`src/rtl/sipo_frame_ctrl.sv`:
```
// Start/stop-framed serial sequencer driving an external WIDTH-bit SIPO, with a valid/ready output stage.
// Optional even-parity bit and par_err output when SIPO_PARITY_EN is defined.
`timescale 1ns/1ps
module sipo_frame_ctrl #(
    parameter int unsigned WIDTH   = 8,
    parameter int unsigned BIT_DIV = 1
) (
    input  logic             clk,
    input  logic             rst,
    input  logic             din,
    input  logic [WIDTH-1:0] sipo_q,
    output logic             sipo_shift,
    output logic             sipo_clr,
    output logic [WIDTH-1:0] out_data,
    output logic             out_valid,
    input  logic             out_ready,
    output logic             frame_err,
    output logic             overrun,
`ifdef SIPO_PARITY_EN
    output logic             par_err,
`endif
    input  logic             err_clr
);

    localparam int unsigned BW = (WIDTH > 1) ? $clog2(WIDTH) : 1;
    localparam int unsigned DW = $clog2(BIT_DIV) + 1;
    localparam logic [DW-1:0] HALF     = DW'(BIT_DIV / 2);
    localparam logic [DW-1:0] DIV_LAST = DW'(BIT_DIV - 1);
    localparam logic [BW-1:0] BIT_LAST = BW'(WIDTH - 1);

`ifdef SIPO_PARITY_EN
    typedef enum logic [2:0] {IDLE, START, DATA, PARITY, STOP} state_t;
`else
    typedef enum logic [1:0] {IDLE, START, DATA, STOP} state_t;
`endif

    state_t        state;
    logic [DW-1:0] div_cnt;
    logic [DW-1:0] div_next;
    logic [BW-1:0] bit_cnt;
    logic          sample;
    logic          accept;

    // The detect cycle is divider count 0 of the start bit, so every bit is sampled at count HALF.
    assign sample   = (div_cnt == HALF);
    assign div_next = (div_cnt == DIV_LAST) ? '0 : div_cnt + 1'b1;
    assign accept   = out_valid && out_ready;

    // Strobes are decoded so the SIPO shifts on the same edge that samples each data bit.
    assign sipo_shift = !rst && (state == DATA) && sample;
    assign sipo_clr   = !rst && (state == IDLE) && !din;

    always_ff @(posedge clk) begin
        if (rst) begin
            state     <= IDLE;
            div_cnt   <= '0;
            bit_cnt   <= '0;
            out_data  <= '0;
            out_valid <= 1'b0;
            frame_err <= 1'b0;
            overrun   <= 1'b0;
`ifdef SIPO_PARITY_EN
            par_err   <= 1'b0;
`endif
        end else begin
            if (accept)
                out_valid <= 1'b0;
            if (err_clr) begin
                frame_err <= 1'b0;
                overrun   <= 1'b0;
`ifdef SIPO_PARITY_EN
                par_err   <= 1'b0;
`endif
            end
            div_cnt <= div_next;

            case (state)
                IDLE: begin
                    if (!din) begin
                        bit_cnt <= '0;
                        // With BIT_DIV=1 the detect cycle is already the start-bit sample point.
                        state   <= (HALF == '0) ? DATA : START;
                    end else begin
                        div_cnt <= '0;
                    end
                end
                START: begin
                    if (sample) begin
                        if (din) begin
                            state   <= IDLE;
                            div_cnt <= '0;
                        end else begin
                            state <= DATA;
                        end
                    end
                end
                DATA: begin
                    if (sample) begin
                        if (bit_cnt == BIT_LAST) begin
                            bit_cnt <= '0;
`ifdef SIPO_PARITY_EN
                            state   <= PARITY;
`else
                            state   <= STOP;
`endif
                        end else begin
                            bit_cnt <= bit_cnt + 1'b1;
                        end
                    end
                end
`ifdef SIPO_PARITY_EN
                PARITY: begin
                    if (sample) begin
                        if ((^sipo_q) != din)
                            par_err <= 1'b1;
                        state <= STOP;
                    end
                end
`endif
                STOP: begin
                    if (sample) begin
                        state   <= IDLE;
                        div_cnt <= '0;
                        if (!din) begin
                            frame_err <= 1'b1;
                        end else if (out_valid && !out_ready) begin
                            overrun <= 1'b1;
                        end else begin
                            out_data  <= sipo_q;
                            out_valid <= 1'b1;
                        end
                    end
                end
                default: begin
                    state   <= IDLE;
                    div_cnt <= '0;
                end
            endcase
        end
    end

endmodule

```
`config.mk`:
```
export PLATFORM = sky130hd
export DESIGN_NAME = sipo_frame_ctrl
export DESIGN_NICKNAME = d
export VERILOG_FILES = /design/src/rtl/sipo_frame_ctrl.sv
export SDC_FILE = /design/constraint.sdc
export NUM_CORES = 1
export LEC_CHECK = 0
export BUFFER_PORTS_ARGS = -buffer_cell sky130_fd_sc_hd__buf_4
export CAP_MARGIN = 20
export CORE_UTILIZATION = 46
export DETAILED_ROUTE_END_ITERATION = 12
export HOLD_SLACK_MARGIN = 0.03
export MAX_ROUTING_LAYER = met4
export PLACE_DENSITY = 0.84
export SLEW_MARGIN = 20
export SYNTH_ARGS = -nofsm -noshare
export SYNTH_HDL_FRONTEND = slang
export SYNTH_SLANG_ARGS = --single-unit
```
`constraint.sdc`:
```
create_clock -name clk -period 1.55 [get_ports clk]
set_input_delay 0.31 -clock clk [delete_from_list [all_inputs] [get_ports clk]]
set_output_delay 0.31 -clock clk [all_outputs]
set_load 0.03 [all_outputs]
```
; ---- Word level (Yosys, flattened, before mapping)
; Cells that the tools add are included.
[totals]
reg_bits = 17
inputBits = 13
output_inout_bits = 13
[classes]
addsub = 2
n_eq_ne = 9
mux = 30
bitwise = 2
reduce_logical = 14
[op_table]
columns = cell, count
row1 = 1-bit two-way mux, 18
row2 = 2-bit two-way mux, 6
row3 = 3-bit two-way mux, 3
row4 = 2-bit != test (second input constant), 4
row5 = 2-bit case mux with 4 select lines, 1
row6 = 1-bit logical AND, 6
row7 = 3-bit case mux with 2 select lines, 1
row8 = 5-bit AND reduction, 1
row9 = 2-bit == test (second input constant), 2
row10 = 4-bit AND reduction, 1
row11 = 3-bit by 1-bit adder with 3-bit output (second input constant), 1
row12 = 3-bit == test (second input constant), 1
row13 = 1-bit logical NOT, 3
row14 = 1-bit case mux with 3 select lines, 1
row15 = 3-bit AND reduction, 1
row16 = 2-bit by 1-bit == test with 1-bit output (second input constant), 1
row17 = 2-bit logical NOT, 1
row18 = 2-bit by 1-bit != test with 1-bit output (second input constant), 1
row19 = 1-bit NOT, 2
row20 = 2-bit nonzero test, 1
row21 = 1-bit adder (second input constant), 1

; ---- Longest topological paths before layout
[logic_depth]
ltp_word = 6
mapped_depth = 4
depth_no_buf = 4

; ---- Worst setup path after synthesis
; OpenSTA, ideal clock, no wires.
[synth_path]
path_kind = input -> output
startpoint = input rst
endpoint = output sipo_clr
t_arrival_ns = 1.420
t_required_ns = 1.240
slack_ns = -0.180
path_stages = 2
n_path_buf = 1
cell_sequence = buf_2 nor4_1
[synth_via]
elab_chain_len = 3
[synth_rtl]
columns = element, line
row1 = "start, declared", 9  ; input logic rst,
row2 = 1-bit logical NOT, 51  ; assign sipo_clr = !rst && (state == IDLE) && !din;
row3 = 1-bit logical AND (2 in a row), 51
row4 = "end, declared", 13  ; output logic sipo_clr,
; No other way between the ends.

; ---- Worst setup path in the final report
[layout_path]
startpoint = register state[0]
endpoint = output sipo_clr
[layout_via]
elab_chain_len = 3
[layout_rtl]
columns = element, line
row1 = "start, declared", 37  ; state_t state;
row2 = "start signal, assigned", 82  ; state <= (HALF == '0) ? DATA : START;
row3 = 2-bit logical NOT, 51
row4 = 1-bit logical AND (2 in a row), 51
; No other way between the ends.

==> summary.txt <==
GRT
  • GRT met1 Usage: 19.1%
  • First-pass GRT wire length: ~2300 um
  • Gr busiest metal: met2
  • Initial antenna violation count: 0
  • GR Overflow Total: 0
  • Tot GR Track Use: between 15 and 20%
  • Number of global-route vias before repair: 573
  • Met2 usage in global routing: ~28%
  • Met3 Use GR: around 4%
  • Pin count of the biggest net entering global routing: 26

Timing
  • Fmax: between 0.6 and 0.7 GHz
  • Endpoints failing hold: 0
  • Unrepaired setup endpoints after global routing: no
  • Layout Skew: around 0.0053 ns
  • Final TNS setup: 0 ns
  • Final min period: around 1.4 ns
  • Final period utilization: 93.4%
  • Worst slew margin: between 80% and 90%
  • Fin. max-slew vios: 0
  • Final worst slack: 0.102 ns
  • # setup viols final: 0
  • Worst-Margin Slew: approximately 0.26 ns

Routing
  • Detailed Route Iter0 Violations: 3
  • Routed Wire Length: 1310 um
  • Routed Antenna Nets: 0
  • DR vias/cell: roughly 5.1
  • Routed via count: just under 600
  • Post-DR wirelength/cell: approximately 12 um
  • # DRC: 0
  • DRT Pass-1 Iters: 4

Logic synthesis
  • Distinct cells, synth: 21
  • Syn_area_per_cell: about 9.9 sq um
  • Cells after Synth: around 70
  • FF+latch count, synth: 16
  • Synth Cell Area: approximately 720 sq um
  • Synthesized netlist net count: 87
  • YS warnings: 0
  • Sequential share of the synthesized area: between 40% and 50%

Outcome
  • Status: completed

CTS
  • CTS buffer count: 3
  • Postcts setup bufs: 0
  • CTS tree: built
  • Cts repair resizes: 0
  • Clk_lat worst skew: slightly below 0.3 ns
  • Root Driver: clkbuf_4
  • Clock Pin Slew Worst Setup and Hold Paths: around 0.10 ns
  • H-tree depth: 1
  • Longest Clk Path Bufs: 2
  • CTS Hold Bufs: 0
  • Clk sink count: 16

Layout
  • Commonest non-fill, non-tap cell in the layout: buf_4
  • Most frequent cells in the layout: buf_4, nand2b_1, dfxtp_1, mux2i_1, a21oi_1
  • Antenna cells: 0
  • Syn-to-layout area delta: 32.3%
  • Nets: 114
  • Fraction of layout cells with a size suffix above 1: between 30% and 40%

Placement
  • Setup WS pre-CTS: about 0.33 ns
  • Detailed Place HPWL: between 900 and 1000 um
  • GPL Wtd Cong: about 0.8
  • Buffers on Ports: 25

Floorplan
  • FP Rows: 13
  • DIE WIDTH: 41.4 um
  • Core Footprint: 1370 sq um
  • Die area: approximately 1700 sq um
  • Ports: 26
  • Height of the die: around 41 um
  • Initial Util: 52.4%

Power
  • P_sw: between 0.00015 and 0.0002 W
  • Seq pwr share: 55.0%
  • Comb power frac: slightly below 9%
  • Sw Ratio: about 22%
  • Clock network power share: 36.1%
  • Static Leak: just under 0.4 nW
  • Peak supply drop: ~580 uV
  • Power per cell area: a little over 800 nW/um^2
  • Internal: between 0.0005 and 0.0006 W

Setup path
  • Critical path peak fanout: 10
  • WP data required: between 1 and 1.5 ns
  • Setup CP Type: reg -> out
  • Crit end category: primary output
  • Startpoint Class: flop
  • Worst path arrival time: 1.14 ns

Hold path
  • Hold Crit Class: in -> reg

Job
  • Max Cap Viol: 0
==> worst paths after layout <==
path / startpoint / slack, ns / to / depth (start not counted)
max: state[0]$_SDFFE_PP0P_ / 0.10 / sipo_clr / 2
min: err_clr / 0.28 / overrun$_SDFF_PP0_ / 3
max reg2reg: bit_cnt[0]$_SDFFE_PP0P_ / 0.29 / bit_cnt[0]$_SDFFE_PP0P_ / 4
min reg2reg: frame_err$_SDFF_PP0_ / 0.48 / frame_err$_SDFF_PP0_ / 2
==> logic make-up after synthesis <==
kind of cell | after synthesis | synth area share (%)
buffers and inverters | 3 | 2.80
and+or+nand+nor | 33 | 30.2
adders and majority gates | 2 | 3.50
AOI/OAI and AO/OA | 10 | 7.52
muxes | 8 | 11.2
DFF | 16 | 44.8
==> synth_stat cells <==
library cell | instances | area share [%]
a211oi_1 | 1 | 1.0
o21ai_0 | 3 | 2.1
a31oi_1 | 1 | 0.87
buf_6 | 1 | 1.6
nand2b_1 | 20 | 17
clkbuf_1 | 1 | 0.52
nand2_1 | 2 | 1.0
nand3_2 | 1 | 1.4
nor2b_1 | 2 | 1.7
mux2i_1 | 8 | 11
nor2_1 | 2 | 1.0
a21oi_1 | 5 | 3.5
ha_1 | 2 | 3.5
nand3b_1 | 1 | 1.0
buf_2 | 1 | 0.70
nor4_1 | 1 | 0.87
and2b_1 | 1 | 1.0
nor2_8 | 1 | 2.8
dfxtp_1 | 16 | 45
or3_1 | 1 | 0.87
and2_1 | 1 | 0.87
==> power by group through the flow <==
stage / Combinational [W] / Clock [W] / Sequential [W]
2_1_floorplan: 0.0000353 / 0 / 0.000429
3_5_place_dp: 0.0000682 / 0 / 0.000431
6_report: 0.0000681 / 0.000277 / 0.000422
5_1_grt: 0.0000754 / 0.000300 / 0.000423
3_3_place_gp: 0.0000665 / 0 / 0.000431
4_1_cts: 0.0000687 / 0.000282 / 0.000422
==> critical path: stages (launching register included) <==
cell and delay [ns]:
dfxtp_2 0.39, nor4_2 0.27, buf_4 0.20
==> through the flow <==
step	cells	area [sq um]	util, %	hold WS [ns]	power, W
3_5_place_dp	109	908	66.5	0.465	0.000499
2_1_floorplan	72	722	-	0.457	0.000465
6_report	113	947	69.3	0.284	0.000767
3_3_place_gp	109	908	66.5	0.461	0.000497
4_1_cts	113	945	69.1	0.280	0.000772
5_1_grt	113	947	69.3	0.277	0.000798
==> metal layers <==
layer | vias to the layer above | part of all wire (%)
li1 | 295 | -
met1 | 265 | 44
met2 | 15 | 51
met3 | 2 | 3.8
met4 | 0 | 1.3
met5 | - | 0
==> flip-flops by register name, summed over array words and instances, names as in the netlist <==
signal,flops
out_data,8
bit_cnt,3
state,2
frame_err,1
out_valid,1
overrun,1
==> area by class of cell <==
type	instances	area [sq um]
Fill cell	128	419
Multi-Input combinational cell	53	382
Sequential cell	16	323
Timing Repair Buffer	25	188
Clock buffer	4	36.3
Tap cell	15	18.8
Power figures use the tool's default switching activity.
